## src/rtl/seg7_scan_driver.sv

```systemverilog
// Two-digit multiplexed 7-segment driver: splits a 4-bit value into tens/units
// and scans both digits from a local prescaler, updating only at frame boundaries.
module seg7_scan_driver #(
  parameter int unsigned REFRESH_DIV   = 50000,
  parameter int unsigned ANODE_ACT_LOW = 1,
  parameter int unsigned SEG_ACT_LOW   = 1,
  parameter int unsigned BLANK_LEADING = 1
) (
  input  logic       clk,
  input  logic       rst,
  input  logic [3:0] value_in,
  input  logic       value_valid,
  output logic [6:0] seg,
  output logic [1:0] an,
  output logic       scan_tick
);

  localparam int unsigned CW = (REFRESH_DIV > 2) ? $clog2(REFRESH_DIV) : 1;
  localparam logic [CW-1:0] CNT_LAST = CW'(REFRESH_DIV - 1);
  localparam logic [1:0] AN_OFF  = (ANODE_ACT_LOW != 0) ? 2'b11 : 2'b00;
  localparam logic [6:0] SEG_OFF = (SEG_ACT_LOW != 0) ? 7'h7F : 7'h00;

  typedef enum logic {
    UNITS = 1'b0,
    TENS  = 1'b1
  } state_t;

  state_t        state;
  state_t        state_nxt;
  logic [CW-1:0] cnt;
  logic          tick;
  logic          frame_end;
  logic [3:0]    pend_q;
  logic [3:0]    disp_q;
  logic [3:0]    disp_nxt;
  logic          tens;
  logic [3:0]    units;
  logic [1:0]    an_act;
  logic [6:0]    seg_pat;
  logic [1:0]    an_nxt;
  logic [6:0]    seg_nxt;

  // Active-high gfedcba pattern for a decimal digit.
  function automatic logic [6:0] seg_pattern(input logic [3:0] d);
    logic [6:0] p;
    case (d)
      4'd0:    p = 7'h3F;
      4'd1:    p = 7'h06;
      4'd2:    p = 7'h5B;
      4'd3:    p = 7'h4F;
      4'd4:    p = 7'h66;
      4'd5:    p = 7'h6D;
      4'd6:    p = 7'h7D;
      4'd7:    p = 7'h07;
      4'd8:    p = 7'h7F;
      4'd9:    p = 7'h6F;
      default: p = 7'h00;
    endcase
    return p;
  endfunction

  assign tick = (cnt == CNT_LAST);

  always_ff @(posedge clk or posedge rst) begin
    if (rst) begin
      cnt       <= '0;
      scan_tick <= 1'b0;
    end else begin
      cnt       <= tick ? '0 : cnt + 1'b1;
      scan_tick <= tick;
    end
  end

  always_ff @(posedge clk or posedge rst) begin
    if (rst) state <= UNITS;
    else     state <= state_nxt;
  end

  always_comb begin
    state_nxt = state;
    frame_end = 1'b0;
    case (state)
      UNITS: if (tick) state_nxt = TENS;
      TENS: begin
        if (tick) begin
          state_nxt = UNITS;
          frame_end = 1'b1;
        end
      end
      default: state_nxt = UNITS;
    endcase
  end

  // value_valid is a one-cycle strobe with no back-pressure: every strobe is
  // accepted into pend_q, and a strobe on the boundary cycle goes straight to disp_q.
  assign disp_nxt = value_valid ? value_in : pend_q;

  always_ff @(posedge clk or posedge rst) begin
    if (rst) begin
      pend_q <= '0;
      disp_q <= '0;
    end else begin
      if (value_valid) pend_q <= value_in;
      if (frame_end)   disp_q <= disp_nxt;
    end
  end

  assign tens  = (disp_q >= 4'd10);
  assign units = tens ? (disp_q - 4'd10) : disp_q;

  always_comb begin
    an_act  = 2'b00;
    seg_pat = 7'h00;
    case (state)
      UNITS: begin
        an_act  = 2'b01;
        seg_pat = seg_pattern(units);
      end
      TENS: begin
        if (!((BLANK_LEADING != 0) && !tens)) begin
          an_act  = 2'b10;
          seg_pat = seg_pattern({3'b000, tens});
        end
      end
      default: begin
        an_act  = 2'b00;
        seg_pat = 7'h00;
      end
    endcase
    an_nxt  = (ANODE_ACT_LOW != 0) ? ~an_act : an_act;
    seg_nxt = (SEG_ACT_LOW != 0) ? ~seg_pat : seg_pat;
  end

  // Only one digit is selected per state and the state changes at most once per
  // cycle, so the registered anodes can never both be active.
  always_ff @(posedge clk or posedge rst) begin
    if (rst) begin
      an  <= AN_OFF;
      seg <= SEG_OFF;
    end else begin
      an  <= an_nxt;
      seg <= seg_nxt;
    end
  end

endmodule

```

## config.mk

```make
export PLATFORM = sky130hd
export DESIGN_NAME = seg7_scan_driver
export DESIGN_NICKNAME = d
export VERILOG_FILES = /design/src/rtl/seg7_scan_driver.sv
export SDC_FILE = /design/constraint.sdc
export NUM_CORES = 1
export LEC_CHECK = 0
export ABC_AREA = 1
export CAP_MARGIN = 5
export CORE_ASPECT_RATIO = 1.5
export CORE_MARGIN = 10
export CORE_UTILIZATION = 50
export DETAILED_ROUTE_END_ITERATION = 16
export HOLD_SLACK_MARGIN = 0.06
export PLACE_DENSITY = 0.81
export SYNTH_ARGS = -nofsm -noshare
export SYNTH_HDL_FRONTEND = slang
export SYNTH_SLANG_ARGS = --single-unit
```

## constraint.sdc

```tcl
create_clock -name clk -period 1.8 [get_ports clk]
set_clock_uncertainty 0.1 [all_clocks]
set_input_delay 0.45 -clock clk [delete_from_list [all_inputs] [get_ports clk]]
set_output_delay 0.45 -clock clk [all_outputs]
set_load 0.02 [all_outputs]
```

# Yosys cells after proc, flatten, opt, wreduce, memory -nomap -nowiden
# Memories as Yosys holds them, arrays and structs flattened.
# Index checks and enable logic that the tools add are counted.
[word_totals]
in_bits = 7
mem_count = 1
out_inout_bits = 10
wordCells = 26
rom_bits = 112
regBits = 35
[classes]
mux = 11
n_bitwise = 3
add_sub_neg = 2
n_eq_ne = 1
magnitude_cmp = 1
[memory_table]
columns = ["name", "words", "width", "read_ports", "rd_ports_with_merged_regs", "wr", "line", "rtl"]
rows = [
  ["(name not given)", 16, 7, 1, 0, 0, "46", "case (d)"],
]
[ops]
columns = ["op", "n"]
rows = [
  ["adder 16 x 1 -> 16 bit, second input constant", 1],
  ["== test 16 bit, second input constant", 1],
  ["two-way mux 16 bit", 1],
  ["case mux 7 bit (2 select lines)", 1],
  ["two-way mux 4 bit", 2],
  ["NOT 7 bit", 1],
  [">= comparator 4 bit, second input constant", 1],
  ["case mux 2 bit (2 select lines)", 1],
  ["subtractor 4 bit, second input constant", 1],
  ["two-way mux 1 bit", 3],
  ["two-way mux 3 bit", 1],
  ["two-way mux 2 bit", 1],
  ["NOT 2 bit", 1],
  ["case mux 1 bit (2 select lines)", 1],
  ["NOT 1 bit", 1],
]

# Depth between registers and ports, before layout
# Gate-level depths: netlist of run 1.
# An unclocked memory read counts as a cell.
[logic_depth]
depth_word = 5
mapped_depth = 9
depth_no_buf = 9

# Worst setup path before layout of run 1
# Ideal clock, no wire load.
[synth_timing]
kind = "reg2reg"
from = "register cnt[0]"
to = "register disp_q[0]"
t_arrival_ps = 1479
slack_ps = 94
path_buffers = 0
path_stages_with_launch = 8
period_less_slack_ps = 1706
required_time_ps = 1573
setup_time_ps = 127
path_cell_list = "dfrtp_1 > ha_1 > inv_1 > nor2_4 > nand2_1 > nor3_1 > ha_1 > o21ai_0"
[synth_via]
elab_chain_len = 3
[synth_rtl]
columns = ["element", "line", "rtl"]
rows = [
  ["start, declared", "30", "logic [CW-1:0] cnt;"],
  ["start signal, assigned", "69", "cnt <= tick ? '0 : cnt + 1'b1;"],
  ["== test 16 bit", "62", "assign tick = (cnt == CNT_LAST);"],
  ["named net tick", "31", "logic tick;"],
  ["two-way mux 1 bit", "85", "if (tick) begin"],
  ["two-way mux 1 bit", "82", "case (state)"],
  ["named net frame_end", "32", "logic frame_end;"],
  ["end signal, assigned", "104", "if (frame_end) disp_q <= disp_nxt;"],
  ["end, declared", "34", "logic [3:0] disp_q;"],
]
# The timed path passes the listed nets, and every way through them passes these cells.
# A chain may end at the register's enable or synchronous reset.

# Final worst setup path of run 1
[layout_timing]
from = "register seg[2]"
to = "output port seg[2]"
[layout_rtl]
columns = ["element", "line", "rtl"]
rows = [
  ["start, declared", "13", "output logic [6:0] seg,"],
  ["start signal, assigned", "142", "seg <= seg_nxt;"],
]
# No word-level cell between the ends.

==> out/metrics.yaml, run 1 <==
period_minus_slack_ns: 1.68
io_buffers: 16
first_pass_iters: 4
ys_ff_latch: 35
setup_violations: 0
whs_ns: 0.402
p_sw_uw: 291
crit_path_cell_trace: "dlygate4sd2_1"
placed_cells: 258
power_density_nw_per_um2: 701
synth_cell_type_count: 21
timing.final.crit_share_pct: 93.5
hpwl_um: 2650
core_um2: 3220
seq_area_frac_synth_pct: 52.2
antenna_found_initial: 0
clk_path_buf_depth: 2
leakagePower_nw: 1.06
ioPinCount: 17
hold_violations: 0
wire_per_inst_um: 13.0
crit_family: "flip-flops"
path_buf_inv: 1
max_freq_ghz: 0.594
hold_buffers: 0
clkTransAtPathRegs_ns: 0.07
relSlewSlack_pct: 79.7
worstPathArrival_ns: 1.13
antenna-diode-count: 0
cts_buffers: 5
grt_pass1_vias: 1396
synth_nets: 208
die_area_um2: 6180
h-tree-depth: 2
yosys_warnings: 0
swShare_pct: 19.9
gr-total-overflow: 0
cp-start-kind: "flip-flop"
max_slew.worst_pin.slew_ns: 0.305
seqPwrFrac_pct: 54.7
die_y_um: 91.4
pwr-share-clk_pct: 42.1
netlist_instances: 195
crit_type: "reg2out"
slew_violations: 0
nets: 238
final_cells: 266
grt_start_max_net_pins: 36
r2r_slack_ns: 0.20
place.gp.congestion: 0.839
tns_ns: 0
clk_latency_ns: 0.29
row_count: 25
drt_iter0_markers: 34
tritoncts: "built"
rsz0062_at_grt: "no"
via_per_inst: 4.98
grt_pass1_wl_um: 5960
syn_area_um2: 1700
status: "completed"
cp.required_ns: 1.25
drive_gt1_share_pct: 15.9
p_int_mw: 1.17
cts_sinks: 35
drc: 0
slowest_stage: "dfstp_2"
p_total_mw: 1.46
ctsRootBufferMaster: "clkbuf_8"
ir_drop_v: 0.000410
syn_to_final_growth_pct: 22.6
worstSetupEndpointType: "output port"
vias: 1324
grt_use_total_pct: 12.5
die_w_um: 67.6
hp-class: "in2async"
comb_power_share_pct: 3.2
routed_wirelength_um: 3460
avgSynthCellArea_um2: 8.72
start_util_pct: 52.8
crit_fanout: 1
ant_nets: 0
slowest_delay_ns: 0.53
drv_cap: 0
worst paths after layout:
kind                            from         to  cells after the start
hold / removal                   rst    cnt[11]                      3
max in group asynchronous        rst     seg[0]                      3
hold reg to reg            pend_q[2]  pend_q[2]                      1
min in group clk           pend_q[2]  pend_q[2]                      1
setup reg to reg           disp_q[1]     seg[5]                      7
setup / recovery              seg[2]     seg[2]                      1
stage by stage:
step                      util (%)  setup slack [ns]  instance area [um2]
after floorplan                  -            0.0940                 1700
after global placement        61.3            0.0778                 1980
after detailed placement      61.3            0.0555                 1980
after CTS                     64.1            0.0117                 2060
after global routing          64.7            0.0202                 2080
final                         64.7             0.117                 2080
placed cells by master (no fill, tap or decap), types with 7 or more instances in the layout:
cell type,n
clkbuf_8,7
dfrtp_1,26
dfstp_2,9
dlygate4sd2_1,9
inv_1,23
nand2_1,56
nand3_1,11
nor2_1,24
o21ai_0,10
xor2_1,7
flip-flops by register name (all words and copies together), names as in the netlist:
signal	flops
cnt	16
seg	7
disp_q	4
pend_q	4
an	2
scan_tick	1
state	1
logic make-up after synthesis:
kind of cell               after synthesis  share of synthesized area (%)
muxes                                    4                           2.65
adders and majority gates                6                           4.41
xor gates and xnor gates                10                           5.15
and+or+nand+nor                        101                           25.3
AOI/OAI and AO/OA                       15                           5.00
buffers and inverters                   24                           5.30
DFF                                     35                           52.2
power by group through the flow:
stage               logic (mW)  clock network, mW  registers (mW)
global placement        0.0466                  0           0.812
CTS                     0.0483              0.626           0.798
global route            0.0521              0.655           0.799
finish                  0.0466              0.616           0.799
floorplan               0.0229                  0           0.812
detailed placement      0.0483                  0           0.813
final cells by class:
class | count | area (um2)
Fill cell | 273 | 1140
Sequential cell | 35 | 887
Multi-Input combinational cell | 136 | 741
Timing Repair Buffer | 23 | 216
Clock buffer | 8 | 100
Inverter | 24 | 90.1
Tap cell | 40 | 50.0
synthesized netlist by cell type (all sizes together):
cell / n / share of area (%)
nand2: 57 / 13
dfrtp: 26 / 38
nor2: 26 / 6.6
inv: 24 / 5.3
nand3: 11 / 3.2
o21ai: 11 / 3.5
dfstp: 9 / 14
xor2: 7 / 3.6
ha: 6 / 4.4
mux2: 4 / 2.6
nand4: 4 / 1.8
a21oi: 3 / 1.1
nor3: 3 / 0.88
xnor2: 3 / 1.5
o21bai: 1 / 0.44
what timing repair did:
action                     in CTS  in global routing
gates resized for setup         9                  4
buffers inserted                0                  0
setup endpoints to repair       9                  5
pin swaps                       0                  0
metal layers:
metal	vias up	GRT usage [%]	routed length [um]
met2	15	23.2	1990
met3	9	4.06	90
li1	670	-	-
met1	630	11.4	1290
met5	-	0	0
met4	0	5.84	89
No activity file was read; power rests on OpenSTA's default activity.
==> inputs of run 2 (changes only) <==
--- a/config.mk
+++ b/config.mk
@@ -8,7 +8,7 @@
 export ABC_AREA = 1
 export CAP_MARGIN = 5
 export CORE_ASPECT_RATIO = 1.5
-export CORE_MARGIN = 10
+export CORE_MARGIN = 2
 export CORE_UTILIZATION = 50
 export DETAILED_ROUTE_END_ITERATION = 16
 export HOLD_SLACK_MARGIN = 0.06
==> out/metrics.yaml, run 2 (synthesis results as in run 1) <==
die_area_um2: 3890
grt_pass1_vias: 1408
regMostFlops: "cnt"
ant_nets: 0
worstPathArrival_ns: 1.14
h-tree-depth: 2
cp.required_ns: 1.25
worst_slack_ns: 0.114
crit_path_cell_trace: "dlygate4sd2_1"
power_density_nw_per_um2: 670
multiInputGateArea_um2: 741
final_cell_mix: "56 x nand2_1, 26 x dfrtp_1, 24 x nor2_1, 23 x inv_1, 11 x nand3_1"
largest_reg_flops: 16
post-route-util_pct: 64.8
routed_wirelength_um: 3270
nets: 238
crit_type: "reg2out"
drt_iter0_markers: 22
first_pass_iters: 4
leakagePower_nw: 1.05
rsz0062_at_grt: "no"
io_buffers: 16
clk_path_buf_depth: 2
fillers: 285
relSlewSlack_pct: 79.7
pre_cts_ws_ns: 0.0436
fin_area_um2: 2070
die_y_um: 75.4
max_freq_ghz: 0.593
final_cells: 266
largestRegisters: "cnt (16), seg (7)"
placed_cells: 258
hold_buffers: 0
drv_cap: 0
p_total_mw: 1.39
core_um2: 3190
grt_start_max_net_pins: 36
place_area_um2: 1980
place.gp.congestion: 0.891
regArea_um2: 887
drive_gt1_share_pct: 16.4
slowest_stage: "dfstp_2"
tritoncts: "built"
hold_violations: 0
gr-total-overflow: 0
crit_fanout: 1
ctsRootBufferMaster: "clkbuf_8"
ioPinCount: 17
worstSetupEndpointType: "output port"
start_util_pct: 53.3
layout_commonest_cell: "nand2_1"
drc: 0
hpwl_um: 2410
via_per_inst: 5.06
cp-start-kind: "flip-flop"
grt_pass1_wl_um: 5970
slew_violations: 0
path_buf_inv: 1
clkTransAtPathRegs_ns: 0.07
slowest_delay_ns: 0.53
ir_drop_v: 0.000548
tns_ns: 0
cts_sinks: 35
whs_ns: 0.400
max_slew.worst_pin.slew_ns: 0.301
hp-class: "in2async"
status: "completed"
crit_family: "flip-flops"
antenna_found_initial: 0
timing.final.crit_share_pct: 93.6
clk_latency_ns: 0.29
antenna-diode-count: 0
row_count: 25
cts_buffers: 5
syn_to_final_growth_pct: 21.6
grt_use_total_pct: 21.4
wire_per_inst_um: 12.3
setup_violations: 0
period_minus_slack_ns: 1.69
die_w_um: 51.6
vias: 1345
==> run 2: changes by cell type in the layout (fill, tap and decap cells not counted) <==
cell | before | now
clkbuf_1 | 1 | 0
clkinv_2 | 0 | 3
clkbuf_8 | 7 | 5
==> run 2: area by class of cell <==
cell class                      instances  share of cell area (%)
Inverter                               24                    4.36
Sequential cell                        35                    42.9
Clock inverter                          3                   0.726
Clock buffer                            5                    3.33
Tap cell                               40                    2.42
Multi-Input combinational cell        136                    35.8
Timing Repair Buffer                   23                    10.5
==> run 2: routing by layer <==
metal  up-vias  global-route usage, %  share of wire (%)
met5         -                      0                  0
met4         0                   14.3                3.7
met3        13                   5.29                2.4
met2        19                   38.6                 57
met1       641                   21.6                 37
li1        672                      -                  -
==> run 2: power breakdown <==
| part | internal, mW | switching, mW | total [mW] |
|---|---|---|---|
| clock | 0.264 | 0.277 | 0.541 |
| combinational | 0.0242 | 0.0222 | 0.0464 |
| sequential | 0.796 | 0.00217 | 0.798 |
| total | 1.08 | 0.301 | 1.39 |
==> run 2: timing repair <==
action / in CTS / in global routing
setup endpoints to repair: 9 / 5
resized for setup: 9 / 4
buffers inserted: 0 / 0
==> run 2: worst paths after layout <==
| check | end | cells after the start | slack [ns] | from |
|---|---|---|---|---|
| max | an[0] | 1 | 0.11 | an[0] |
| min | scan_tick | 3 | 0.40 | rst |
| max reg2reg | disp_q[3] | 8 | 0.18 | cnt[1] |
| min reg2reg | pend_q[2] | 1 | 0.40 | pend_q[2] |
| max in group asynchronous | seg[1] | 3 | 0.95 | rst |
| min in group clk | pend_q[2] | 1 | 0.40 | pend_q[2] |
